[src/rtl/rp_scope_dec_pkg.sv]
// Shared scope-channel constants and helpers.
//   DEC_LOG2_MAX   largest supported decimation exponent k
//   ACC_W          default accumulator width (sample width + DEC_LOG2_MAX)
//   acc_width()    accumulator width for a given sample width / k range
//   dec_log2_sat() clamps a requested k to the supported maximum
package rp_scope_pkg;

  localparam int unsigned DEC_LOG2_MAX = 16;
  localparam int unsigned DBITS_DFLT   = 16;
  localparam int unsigned ACC_W        = DBITS_DFLT + DEC_LOG2_MAX;

  function automatic int unsigned acc_width(input int unsigned dbits,
                                            input int unsigned dec_log2_max);
    return dbits + dec_log2_max;
  endfunction

  function automatic logic [4:0] dec_log2_sat(input logic [4:0]      k,
                                              input int unsigned     k_max);
    logic [4:0] k_max_5;
    k_max_5 = 5'(k_max);
    return (32'(k) > k_max) ? k_max_5 : k;
  endfunction

endpackage

[src/rtl/rp_scope_dec_acc.sv]
// Block counter, accumulator and completion detect for the decimator.
//   clk, rst_n  sample clock, async active-low reset
//   dat         calibrated sample (signed), dat_valid qualifies it
//   clr         synchronous clear: drops the partial block and the sample
//   k           decimation exponent for the current block (already clamped)
//   sum         running sum including the current sample (combinational)
//   last        current sample, passed through
//   done        current sample completes the block (combinational)
module rp_scope_dec_acc #(
  parameter int unsigned DBITS        = 16,
  parameter int unsigned DEC_LOG2_MAX = 16,
  parameter int unsigned AW           = DBITS + DEC_LOG2_MAX
) (
  input  logic                    clk,
  input  logic                    rst_n,
  input  logic signed [DBITS-1:0] dat,
  input  logic                    dat_valid,
  input  logic                    clr,
  input  logic [4:0]              k,
  output logic signed [AW-1:0]    sum,
  output logic signed [DBITS-1:0] last,
  output logic                    done
);

  logic [DEC_LOG2_MAX-1:0] cnt;
  logic [DEC_LOG2_MAX-1:0] mask;
  logic signed [AW-1:0]    acc;
  logic signed [AW-1:0]    dat_ext;
  logic                    accept;

  assign accept  = dat_valid & ~clr;
  // 2^k - 1; a shift by the full counter width yields all ones
  assign mask    = ~({DEC_LOG2_MAX{1'b1}} << k);
  assign dat_ext = {{(AW-DBITS){dat[DBITS-1]}}, dat};
  // first sample of a block restarts the sum instead of adding to it
  assign sum     = (cnt == '0) ? dat_ext : acc + dat_ext;
  assign last    = dat;
  assign done    = accept && (cnt == mask);

  always_ff @(posedge clk or negedge rst_n) begin
    if (!rst_n) begin
      cnt <= '0;
      acc <= '0;
    end else if (clr) begin
      cnt <= '0;
      acc <= '0;
    end else if (dat_valid) begin
      cnt <= done ? '0 : cnt + 1'b1;
      acc <= sum;
    end
  end

endmodule

[src/rtl/rp_scope_dec.sv]
// Decimation / averaging stage for one scope channel.
//   adc_clk_i, adc_rstn_i   sample clock, async active-low reset
//   s_dat_i, s_dat_tvalid_i calibrated input stream
//   m_dat_o, m_dat_tvalid_o decimated stream, one-cycle valid pulse
//   cfg_dec_log2_i          k (N = 2^k), clamped to DEC_LOG2_MAX
//   cfg_avg_en_i            1: block average, 0: last sample of block
//   cfg_clr_i               synchronous clear
// Config is latched into shadow registers on the first clock after reset,
// at every block completion and on clear; a block always runs on shadows.
module rp_scope_dec #(
  parameter int unsigned DBITS        = 16,
  parameter int unsigned DEC_LOG2_MAX = rp_scope_pkg::DEC_LOG2_MAX
) (
  input  logic                    adc_clk_i,
  input  logic                    adc_rstn_i,
  input  logic signed [DBITS-1:0] s_dat_i,
  input  logic                    s_dat_tvalid_i,
  output logic signed [DBITS-1:0] m_dat_o,
  output logic                    m_dat_tvalid_o,
  input  logic [4:0]              cfg_dec_log2_i,
  input  logic                    cfg_avg_en_i,
  input  logic                    cfg_clr_i
);

  localparam int unsigned AW = rp_scope_pkg::acc_width(DBITS, DEC_LOG2_MAX);

  logic [4:0]              k_cfg;
  logic [4:0]              k_s;
  logic [4:0]              k_use;
  logic                    avg_s;
  logic                    avg_use;
  logic                    primed;

  logic signed [AW-1:0]    sum;
  logic signed [DBITS-1:0] last;
  logic                    done;

  logic                    s1_valid;
  logic signed [AW-1:0]    s1_val;
  logic [4:0]              s1_k;
  logic signed [AW-1:0]    s1_shift;

  assign k_cfg = rp_scope_pkg::dec_log2_sat(cfg_dec_log2_i, DEC_LOG2_MAX);

  // Shadows are not yet loaded on the very first clock, so that clock
  // runs on the live config it is about to capture.
  assign k_use   = primed ? k_s   : k_cfg;
  assign avg_use = primed ? avg_s : cfg_avg_en_i;

  always_ff @(posedge adc_clk_i or negedge adc_rstn_i) begin
    if (!adc_rstn_i) begin
      primed <= 1'b0;
      k_s    <= '0;
      avg_s  <= 1'b0;
    end else begin
      primed <= 1'b1;
      if (!primed || done || cfg_clr_i) begin
        k_s   <= k_cfg;
        avg_s <= cfg_avg_en_i;
      end
    end
  end

  rp_scope_dec_acc #(
    .DBITS        (DBITS),
    .DEC_LOG2_MAX (DEC_LOG2_MAX),
    .AW           (AW)
  ) u_acc (
    .clk       (adc_clk_i),
    .rst_n     (adc_rstn_i),
    .dat       (s_dat_i),
    .dat_valid (s_dat_tvalid_i),
    .clr       (cfg_clr_i),
    .k         (k_use),
    .sum       (sum),
    .last      (last),
    .done      (done)
  );

  // Stage 1 keeps the shift amount of the finished block, since the
  // shadow k may already have moved on to the next block's value.
  // Last-sample mode is carried as a zero shift of the sign-extended sample.
  always_ff @(posedge adc_clk_i or negedge adc_rstn_i) begin
    if (!adc_rstn_i) begin
      s1_valid <= 1'b0;
      s1_val   <= '0;
      s1_k     <= '0;
    end else begin
      s1_valid <= done;
      if (done) begin
        s1_val <= avg_use ? sum : {{(AW-DBITS){last[DBITS-1]}}, last};
        s1_k   <= avg_use ? k_use : '0;
      end
    end
  end

  assign s1_shift = s1_val >>> s1_k;

  always_ff @(posedge adc_clk_i or negedge adc_rstn_i) begin
    if (!adc_rstn_i) begin
      m_dat_o        <= '0;
      m_dat_tvalid_o <= 1'b0;
    end else begin
      m_dat_tvalid_o <= s1_valid & ~cfg_clr_i;
      if (s1_valid && !cfg_clr_i) begin
        m_dat_o <= s1_shift[DBITS-1:0];
      end
    end
  end

endmodule

[config.mk]
export PLATFORM = sky130hd
export DESIGN_NAME = rp_scope_dec
export DESIGN_NICKNAME = d
export VERILOG_FILES = /design/src/rtl/rp_scope_dec_pkg.sv /design/src/rtl/rp_scope_dec_acc.sv /design/src/rtl/rp_scope_dec.sv
export SDC_FILE = /design/constraint.sdc
export NUM_CORES = 1
export LEC_CHECK = 0
export BUFFER_PORTS_ARGS = -buffer_cell sky130_fd_sc_hd__buf_2
export CAP_MARGIN = 20
export CORE_UTILIZATION = 65
export DETAILED_ROUTE_END_ITERATION = 16
export HOLD_SLACK_MARGIN = 0.02
export PLACE_DENSITY = 0.82
export SETUP_SLACK_MARGIN = 0.1
export SYNTH_ARGS = -nofsm -noshare
export SYNTH_HDL_FRONTEND = slang
export SYNTH_SLANG_ARGS = --single-unit
[constraint.sdc]
create_clock -name adc_clk_i -period 5.3 [get_ports adc_clk_i]
set_input_delay 1.06 -clock adc_clk_i [delete_from_list [all_inputs] [get_ports adc_clk_i]]
set_output_delay 1.06 -clock adc_clk_i [all_outputs]
set_load 0.02 [all_outputs]
# == Word level (Yosys, flattened, before mapping) ==
# Cells that the tools add are included.
# Widths: inputs -> output; s select.
# op_classes
n_lt_le_gt_ge,1
bitwise,4
n_addsub,2
shift,2
muxes,11
n_mul,0
eq_ne,1
div,0
reduce_logical,8
# ops
op,count
$mux 32,4
$mux 16,3
$add 32x16->32,1
$sshr 32x5->16,1
$add 16x1->16 const B,1
$eq 16x16->1,1
$logic_not 16->1,1
$not 16->16,1
$shl 16x5->16 const A,1
$mux 5,3
$gt 5x5->1 const B,1
$and 1x1->1,2
$logic_and 1x1->1,2
$logic_not 1->1,2
$logic_or 1x1->1,2
$reduce_bool 2->1,1
$mux 1,1
$not 1->1,1
# totals
register_bits,110
romBits,0
word_cells,39
memories,0
latchBits,0
mem_bits_rw,0
out_inout_bits,17

# == Logic depth before layout (Yosys ltp) ==
# Gate-level depths: netlist (run 1).
# logic_depth
depth_word,10
depth_mapped,14
depth_no_buf,12

# == Hierarchy ==
# Synthesis (run 1) repeated with hierarchy kept, for this count alone.
# hier_totals
hier_cells,1076
hier_area_um2,9028.7
# by_module_without_submodules
mod,instances,cells_per_inst,area_per_inst_um2
rp_scope_dec_acc,1,623,4842.1
rp_scope_dec,1,453,4186.5

# == Worst setup path after synthesis (run 1) ==
# No wires, ideal clock.
# synth_timing
kind,input to register
start,in s_dat_i[0]
end,reg u_acc.acc[30]
setup_ns,0.099
path_buffers,0
slack_ns,1.714
arrival_time_ns,3.487
path_stages,12
path_cell_list,ha_1 fa_1 a21oi_1 o21ai_1 a21oi_1 a21oi_1 a211oi_2 o21ai_0 a21o_1 a21oi_1 xor2_1 a311oi_1
# synth_between
elab_chain_cells,4
# synth_lines
element,line,source
from (decl),rp_scope_dec.sv:16,"input logic signed [DBITS-1:0] s_dat_i,"
$add 32x16->32,rp_scope_dec_acc.sv:36,assign sum = (cnt == '0) ? dat_ext : acc + dat_ext;
$mux 32,rp_scope_dec_acc.sv:36,
$mux 32,rp_scope_dec_acc.sv:47,end else if (dat_valid) begin
$mux 32,rp_scope_dec_acc.sv:44,end else if (clr) begin
to (signal assigned),rp_scope_dec_acc.sv:49,acc <= sum;
to (decl),rp_scope_dec_acc.sv:27,logic signed [AW-1:0] acc;
# Every way passes these cells. The select of a mux whose other input is x is not followed.
# A chain may end at the register's enable or synchronous reset.

# == Worst setup path in the final report (run 1) ==
# layout_timing
start,reg primed
end,reg s1_val[11]
# layout_between
elab_chain_cells,5
# layout_lines
element,line,source
from (decl),rp_scope_dec.sv:32,logic primed;
from (signal assigned),rp_scope_dec.sv:52,primed <= 1'b0;
from (signal assigned),rp_scope_dec.sv:56,primed <= 1'b1;
$mux 5,rp_scope_dec.sv:47,assign k_use = primed ? k_s : k_cfg;
$shl 16x5->16,rp_scope_dec_acc.sv:33,assign mask = ~({DEC_LOG2_MAX{1'b1}} << k);
$not 16->16,rp_scope_dec_acc.sv:33,
$eq 16x16->1,rp_scope_dec_acc.sv:38,assign done = accept && (cnt == mask);
$logic_and 1x1->1,rp_scope_dec_acc.sv:38,
to (signal assigned),rp_scope_dec.sv:91,"s1_val <= avg_use ? sum : {{(AW-DBITS){last[DBITS-1]}}, last};"
to (decl),rp_scope_dec.sv:39,logic signed [AW-1:0] s1_val;
# Several ways; a longest one is shown, not always the timed one.

==> impl_metrics.toml, run 1 <==
[timing]
max_freq_mhz = 244
slew_viol_final = 0
slew_headroom_pct = 35.5
setup-tns-final_ps = 0
rsz0062_at_grt = "no"
setup_ws_ps = 1200
period_needed_ps = 4100
setup_viol_count_final = 0
worstMarginPinSlew_ps = 964
skew_ps = 5.46
final_hold_viol_count = 0
fin_crit_sh_pct = 77.4

[critical_path]
required_ps = 5540
setup.worst_path.start = "primed"
r2r_slack_ps = 1200
cp-end-kind = "flip-flop"
cp_max_fo = 32
critical_path_class = "reg -> reg"
critPathArrivalTime_ps = 4340
r2r_start = "primed"
critPathLaunchType = "flip-flop"

[cts]
htreeDepth = 3
cts-root-buf = "clkbuf_16"
cts_setup_buffers = 0
cts_num_sinks = 110
cts_tree = "built"
clk_pin_slew_ps = 70
ctsHoldBuffers = 0
cts-resized-gates = 0
cts_buffers = 9
clock_insertion_delay_worst_skew_ps = 350
cts_buffer_depth = 2

[detailed_routing]
drt_iter0_markers = 649
post-route-drc-count = 0
vias = 7588
via_per_inst = 6.44
drtPass1Iterations = 5
routed_wl_um = 20400
wl_per_cell_um = 17.3
ant_nets = 0

[placement]
place_ws_ps = 1100
port_buffers = 42
place_congestion = 0.964
dp_hpwl_um = 14800

[yosys]
yosys_most_used_dff = "dfrtp_1"
ys.warnings.count = 0
synth_area_per_cell_um2 = 8.49
yosysSeqAreaShare_pct = 32.0
yosysMostFrequentCell = "nor2_1"
ys_ff_latch = 110
syn_area_um2 = 8590
syn-num-nets = 1072
synth_top_area_share_pct = 32.0
synth_area_leaders = "dfrtp_1 (32%), nor2_1 (5.2%), ha_1 (4.8%)"
yosysUniqueCellTypes = 81
synth_cells = 1012
ys_async_sr_fraction_pct = 100
synth-edff-count = 0
yosys.area.top_type = "dfrtp_1"
synthTopCellsByCount = "nor2_1 (119), dfrtp_1 (110), nand2_1 (94)"

[global_route]
grt_pass1_wl_um = 32700
antenna_found_initial = 0
grt_pass1_vias = 6544
grt_max_degree = 74
overflow = 0
grt_usage_pct = 30.7

[power_and_ir_drop]
p_per_area_nw_per_um2 = 235
p_leak_nw = 3.98
vdd_drop_max_v = 0.000214
p_total_mw = 2.12

[die]
num_rows = 41
fp.dieH_um = 117
ioPinCount = 43
core-area_um2 = 12800
initial_core_util_pct = 67.2
die_x_um = 117
dieArea_um2 = 13700

[finish]
fin_nets = 1062
drive_above_1_share_pct = 11.9
syn_to_final_growth_pct = 5.38
n_fill_cell = 1008
antenna_cells = 0

[flow_run]
maxCapViolations = 0

[min_path]
holdCritStartpoint = "m_dat_o[1]"
holdCritPathClass = "reg -> reg"

[run_status]
outcome = "complete, no violations"
-- sequential cells by signal, summed over array words and instances (netlist names) --
signal and count:
s1_val 32, u_acc.acc 32, m_dat_o 16, u_acc.cnt 16, k_s 5, s1_k 5, avg_s 1, m_dat_tvalid_o 1
primed 1, s1_valid 1
-- cell usage in the layout, fill, tap and decap left out, types with 16 or more instances in the layout --
cell | Yosys | routed
nor3_1 | 16 | 16
a31oi_1 | 16 | 16
o21ai_1 | 17 | 17
mux2i_1 | 36 | 36
dfrtp_1 | 110 | 110
a21o_1 | 18 | 18
xnor2_1 | 21 | 21
inv_1 | 20 | 20
buf_2 | 13 | 41
a21oi_1 | 79 | 79
ha_1 | 33 | 33
o211ai_1 | 19 | 19
nand2_1 | 94 | 94
a211oi_1 | 27 | 27
nor2_1 | 119 | 119
nand2b_1 | 23 | 23
mux4_2 | 17 | 17
o21ai_0 | 82 | 82
-- cell type report --
type	instances	area (um2)	area share, %
Clock buffer	12	246	2.72
Sequential cell	110	2750	30.4
Tap cell	172	215	2.38
Multi-Input combinational cell	808	5420	59.8
Timing Repair Buffer	52	288	3.18
Inverter	21	78.8	0.871
Clock inverter	4	53.8	0.594
-- worst max-delay path: stages (launching register included) --
cell	delay [ps]
dfrtp_1	960
mux2i_1	740
nand3b_1	150
o22ai_1	180
o22a_1	180
nand4_1	120
nor3_2	340
and3b_2	590
buf_4	360
mux2_1	360
-- kinds of logic (layout without fill, tap and decap cells) --
logic type	Yosys count	count (layout)	share of synthesized area [%]
buf+inv	94	89	4.91
flops	110	110	32.0
compound gates	329	329	24.2
xor+xnor	32	32	3.26
mux	77	77	11.9
other cells	1	1	0.0437
simple gates	335	335	18.6
fa+ha+maj	34	34	5.04
-- report_power, final --
group,leakage (nW),internal [mW],switching (mW)
logic,2.36,0.197,0.336
clock network,0.139,0.382,0.316
registers,1.48,0.867,0.0251
total,3.98,1.45,0.677
-- path summary, 6_finish.rpt --
kind                                  end  depth (start not counted)
setup / recovery               s1_val[11]                          9
hold reg to reg                m_dat_o[1]                          2
min in group asynchronous  m_dat_tvalid_o                          1
hold / removal                 m_dat_o[1]                          2
setup reg to reg               s1_val[11]                          9
max in group asynchronous   u_acc.acc[22]                          2
-- layer usage --
| metal | track usage (%) | routed length, um | vias to the layer above | part of all wire [%] |
|---|---|---|---|---|
| met5 | 0 | 0 | - | 0 |
| met4 | 8.02 | 309 | 0 | 1.5 |
| met3 | 4.69 | 1130 | 22 | 5.6 |
| met2 | 46.0 | 9210 | 234 | 45 |
| met1 | 46.3 | 9720 | 3646 | 48 |
| li1 | - | - | 3686 | - |
-- per-stage QoR --
step / util, % / std cells / hold WS, ps / instance area (um2)
after global placement: 68.5 / 1163 / 457 / 8750
after global routing: 70.9 / 1179 / 505 / 9050
after CTS: 70.9 / 1179 / 480 / 9050
after detailed placement: 68.5 / 1163 / 465 / 8750
final: 70.9 / 1179 / 477 / 9050
after floorplan: - / 1012 / 467 / 8590
No activity file was read; power rests on OpenSTA's default activity.
==> run 2, diff against run 1 <==
CORE_UTILIZATION = 63   (was 65)
PLACE_DENSITY = 0.8   (was 0.82)
clock period = 4.2 ns   (was 5.3 ns; I/O delays follow)
==> impl_metrics.toml, run 2 (synthesized netlist as in run 1, its figures left out) <==
[run_status]
outcome = "complete, no violations"

[power_and_ir_drop]
combPwrFrac_pct = 25.7
p_switching_mw = 0.899
p_total_mw = 2.66
p_per_area_nw_per_um2 = 292
power_frac_seq_pct = 42.2
pwr-share-clk_pct = 32.1
swShare_pct = 33.8
vdd_drop_max_v = 0.000194
p_leak_nw = 4.01
internal_power_mw = 1.76

[critical_path]
reg2regPathDepth = 10
r2r_slack_ps = 740
critPathLaunchType = "input port"
critical_path_class = "in -> reg"
critPathArrivalTime_ps = 3830
cp-end-kind = "flip-flop"
required_ps = 4480
cp_max_fo = 24
r2r_start = "primed"
r2r-end = "u_acc.cnt[13]"

[cts]
cts_buffers = 9
cts_tree = "built"
cts-resized-gates = 0
htreeDepth = 3
clock_insertion_delay_worst_skew_ps = 360
cts-root-buf = "clkbuf_16"
cts_num_sinks = 110
ctsHoldBuffers = 0
cts_setup_buffers = 0
cts_buffer_depth = 2
clk_pin_slew_ps = 80

[timing]
worstMarginPinSlew_ps = 1120
setup_viol_count_final = 0
max_freq_mhz = 281
whs_ps = 478
rsz0062_at_grt = "no"
skew_ps = 6.77
fin_crit_sh_pct = 84.6
setup_ws_ps = 646
period_needed_ps = 3550
slew_viol_final = 0
slew_headroom_pct = 25.5
final_hold_viol_count = 0
setup-tns-final_ps = 0

[finish]
multiInputGateArea_um2 = 5420
reg_top3 = "s1_val (32), u_acc.acc (32)"
fin_nets = 1067
final-seq-area_um2 = 2750
utilization_pct = 68.6
syn_to_final_growth_pct = 6.16
finalInstanceArea_um2 = 9120
n_fill_cell = 1102
layout_common_cells = "nor2_1 (119), dfrtp_1 (110), nand2_1 (94)"
final-instance-count-excl-fill = 1189
mostFrequentLayoutCell = "nor2_1"
drive_above_1_share_pct = 12.5

[die]
ioPinCount = 43
fp.dieH_um = 119
dieArea_um2 = 14100
initial_core_util_pct = 64.6
num_rows = 42
die_x_um = 119
core-area_um2 = 13300

[detailed_routing]
routed_wl_um = 20500
drt_iter0_markers = 685
vias = 7604
wl_per_cell_um = 17.2
ant_nets = 0
post-route-drc-count = 0
via_per_inst = 6.40
drtPass1Iterations = 5

[global_route]
antenna_found_initial = 1
grt_usage_pct = 30.5
grt_pass1_wl_um = 34500
overflow = 0
grt_pass1_vias = 6897
grt_max_degree = 59

[min_path]
holdCritStartpoint = "m_dat_o[8]"
worst_hold_path.num_cells = 2
holdCritPathClass = "reg -> reg"
min_to = "m_dat_o[8]"

[placement]
place_congestion = 0.914
dpl_cell_area_um2 = 8800
port_buffers = 42
dp_cells = 1171
place_ws_ps = 345
dp_hpwl_um = 15000

[flow_run]
maxCapViolations = 0
-- run 2: how the worst max path moves through the flow --
stage	from	to	slack, ps	depth (start not counted)
2_1_floorplan	s_dat_i[0]	u_acc.acc[30]	830	12
3_3_place_gp	s_dat_i[15]	u_acc.acc[31]	450	10
3_5_place_dp	s_dat_i[15]	u_acc.acc[29]	350	11
4_1_cts	s_dat_i[15]	u_acc.acc[29]	710	11
5_1_grt	primed	u_acc.cnt[13]	220	11
6_report	s_dat_i[15]	u_acc.acc[31]	650	10
-- run 2: critical path, stage by stage --
cell and delay, ps:
buf_2 410, ha_1 370, nand4_1 190, nor4_1 340, a21oi_1 160, a31oi_2 270, a41oi_2 240, or4_1 540
a211o_1 310, a31oi_1 150
-- run 2: metal layers --
metal	track usage, %	vias up	wire (um)	share of wire [%]
li1	-	3691	-	-
met1	45.1	3644	9700	47
met2	45.8	236	9270	45
met3	4.78	33	1140	5.5
met4	9.41	0	360	1.8
met5	0	-	0	0
-- run 2: layout make-up --
cell class / count / share of cell area, %
clock inverters: 7 / 0.714
clock buffers: 9 / 2.47
inverters: 21 / 0.864
multi-input cells: 808 / 59.4
diodes: 1 / 0.0274
well taps: 176 / 2.41
repair buffers: 57 / 3.92
flip-flops and latches: 110 / 30.2
-- run 2: power groups by stage --
stage               Clock (mW)  Combinational [mW]  Sequential, mW
finish                   0.854               0.683            1.12
global route             0.907               0.758            1.13
CTS                      0.861               0.673            1.12
detailed placement           0               0.668            1.14
global placement             0               0.660            1.14
floorplan                    0               0.501            1.13
==> run 3, diff against run 2 <==
CORE_UTILIZATION = 57   (was 63)
PLACE_DENSITY = 0.76   (was 0.8)
clock period = 3.05 ns   (was 4.2 ns; I/O delays follow)
==> impl_metrics.toml, run 3 (synthesized netlist as in run 1, its figures left out) <==
[detailed_routing]
post-route-drc-count = 4
wl_per_cell_um = 17.9
drtPass1Iterations = 13
routed_wl_um = 23300
drt_iter0_markers = 658
via_per_inst = 6.25
ant_nets = 0
vias = 8161

[finish]
final-instance-count-excl-fill = 1306
layout_common_cells = "nor2_1 (119), buf_4 (113), dfrtp_1 (109)"
finalInstanceArea_um2 = 10300
syn_to_final_growth_pct = 19.4
fin_nets = 1177
drive_above_1_share_pct = 23.5
reg_top3 = "s1_val (32), u_acc.acc (32)"
antenna_cells = 0
n_fill_cell = 1179
utilization_pct = 70.1
mostFrequentLayoutCell = "nor2_1"

[cts]
cts_buffers = 9
cts_num_sinks = 110
htreeDepth = 3
cts_buffer_depth = 2
clock_insertion_delay_worst_skew_ps = 370
clk_pin_slew_ps = 80
cts-root-buf = "clkbuf_16"
cts_tree = "built"

[die]
dieArea_um2 = 15600
core-area_um2 = 14600
initial_core_util_pct = 58.7
die_x_um = 125
ioPinCount = 43
num_rows = 44
fp.dieH_um = 125

[power_and_ir_drop]
p_per_area_nw_per_um2 = 384
vdd_drop_max_v = 0.000310
p_leak_nw = 4.61

[critical_path]
setup.worst_path.start = "primed"
required_ps = 3300
critPathArrivalTime_ps = 3150
reg2regPathDepth = 11
r2r_start = "primed"
cp_max_fo = 9
critical_path_class = "reg -> reg"
r2r-end = "s1_k[1]"
r2r_slack_ps = 150
crit_end = "s1_k[1]"
critPathLaunchType = "flip-flop"
cp-end-kind = "flip-flop"

[global_route]
antenna_found_initial = 1
overflow = 0
grt_max_degree = 57
grt_pass1_wl_um = 37400
grt_pass1_vias = 7447
grt_usage_pct = 29.8

[placement]
port_buffers = 42
dp_hpwl_um = 16900
place_congestion = 0.976
dp_cells = 1275
dpl_cell_area_um2 = 9630

[flow_run]
maxCapViolations = 0

[run_status]
outcome = "complete, but fails checks"
violations = "DRC"

[timing]
whs_ps = 185
slew_viol_final = 0
rsz0062_at_grt = "yes"
max_freq_mhz = 344
fin_crit_sh_pct = 95.2
final_hold_viol_count = 0
setup_viol_count_final = 0
skew_ps = 9.92
worstMarginPinSlew_ps = 992
slew_headroom_pct = 33.6
period_needed_ps = 2900

[min_path]
holdCritPathClass = "in -> async"
[run 3: cell count changes in the layout (fill, tap and decap cells not counted), moves of 5 or more]
cell	change
buf_4	+99
ha_1	-6
a21oi_1	-5
buf_12	+5
buf_6	+5
ha_4	+5
o21ai_0	-5
[run 3: through the flow]
step | setup slack (ps) | setup TNS [ps] | power [mW]
6_report | 147 | 0 | 3.94
3_3_place_gp | -84.9 | -588 | 2.69
2_1_floorplan | 101 | 0 | 2.27
5_1_grt | 32.4 | 0 | 4.12
3_5_place_dp | -301 | -1460 | 2.70
4_1_cts | 138 | 0 | 3.88
[run 3: layout make-up]
cell class	instances	area (um2)	share of cell area, %
tap	184	230	2.24
timing repair buffer	167	1280	12.5
clock inverter	7	63.8	0.622
clock buffer	9	225	2.20
multi-input combinational	808	5630	54.8
inverter	21	78.8	0.768
sequential	110	2760	26.9
[run 3: worst max-delay path, cell delays in order (launching register included)]
cell and delay (ps):
dfrtp_4 460, buf_4 170, or3b_1 400, o21ai_2 150
nand4_1 130, a311oi_1 290, a41oi_1 110, nor2_1 170
and3b_2 360, buf_6 130, buf_4 110, mux2_4 290
[run 3: timing repair]
item,CTS,global route
pin swaps,0,15
cloned,0,3
setup endpoints to repair,7,38
endpoints found under the hold margin,0,0
resized for setup,2,37
buffers inserted,0,12
hold buffers,0,0
[run 3: how the worst min path moves through the flow]
stage,startpoint,to,slack (ps),depth (start not counted)
floorplan,adc_rstn_i,avg_s,310,0
global placement,m_dat_o[13],m_dat_o[13],450,2
detailed placement,m_dat_o[4],m_dat_o[4],460,2
CTS,adc_rstn_i,k_s[3],200,1
global route,adc_rstn_i,k_s[3],220,1
finish,adc_rstn_i,k_s[3],180,1
[run 3: metal layers]
metal  wire length [um]  vias to the layer above  share of wire [%]  GRT usage, %
li1                   -                     3912                  -             -
met1              10600                     3878                 45          42.4
met2              10600                      323                 46          46.4
met3               1690                       46                7.2          5.84
met4                420                        2                1.8          7.77
met5                 13                        -              0.056             0
[run 3: power breakdown]
| group | internal, mW | total, mW | switching [mW] |
|---|---|---|---|
| Combinational | 0.523 | 1.20 | 0.678 |
| Clock | 0.573 | 1.19 | 0.613 |
| Sequential | 1.51 | 1.55 | 0.0454 |
| Total | 2.60 | 3.94 | 1.34 |
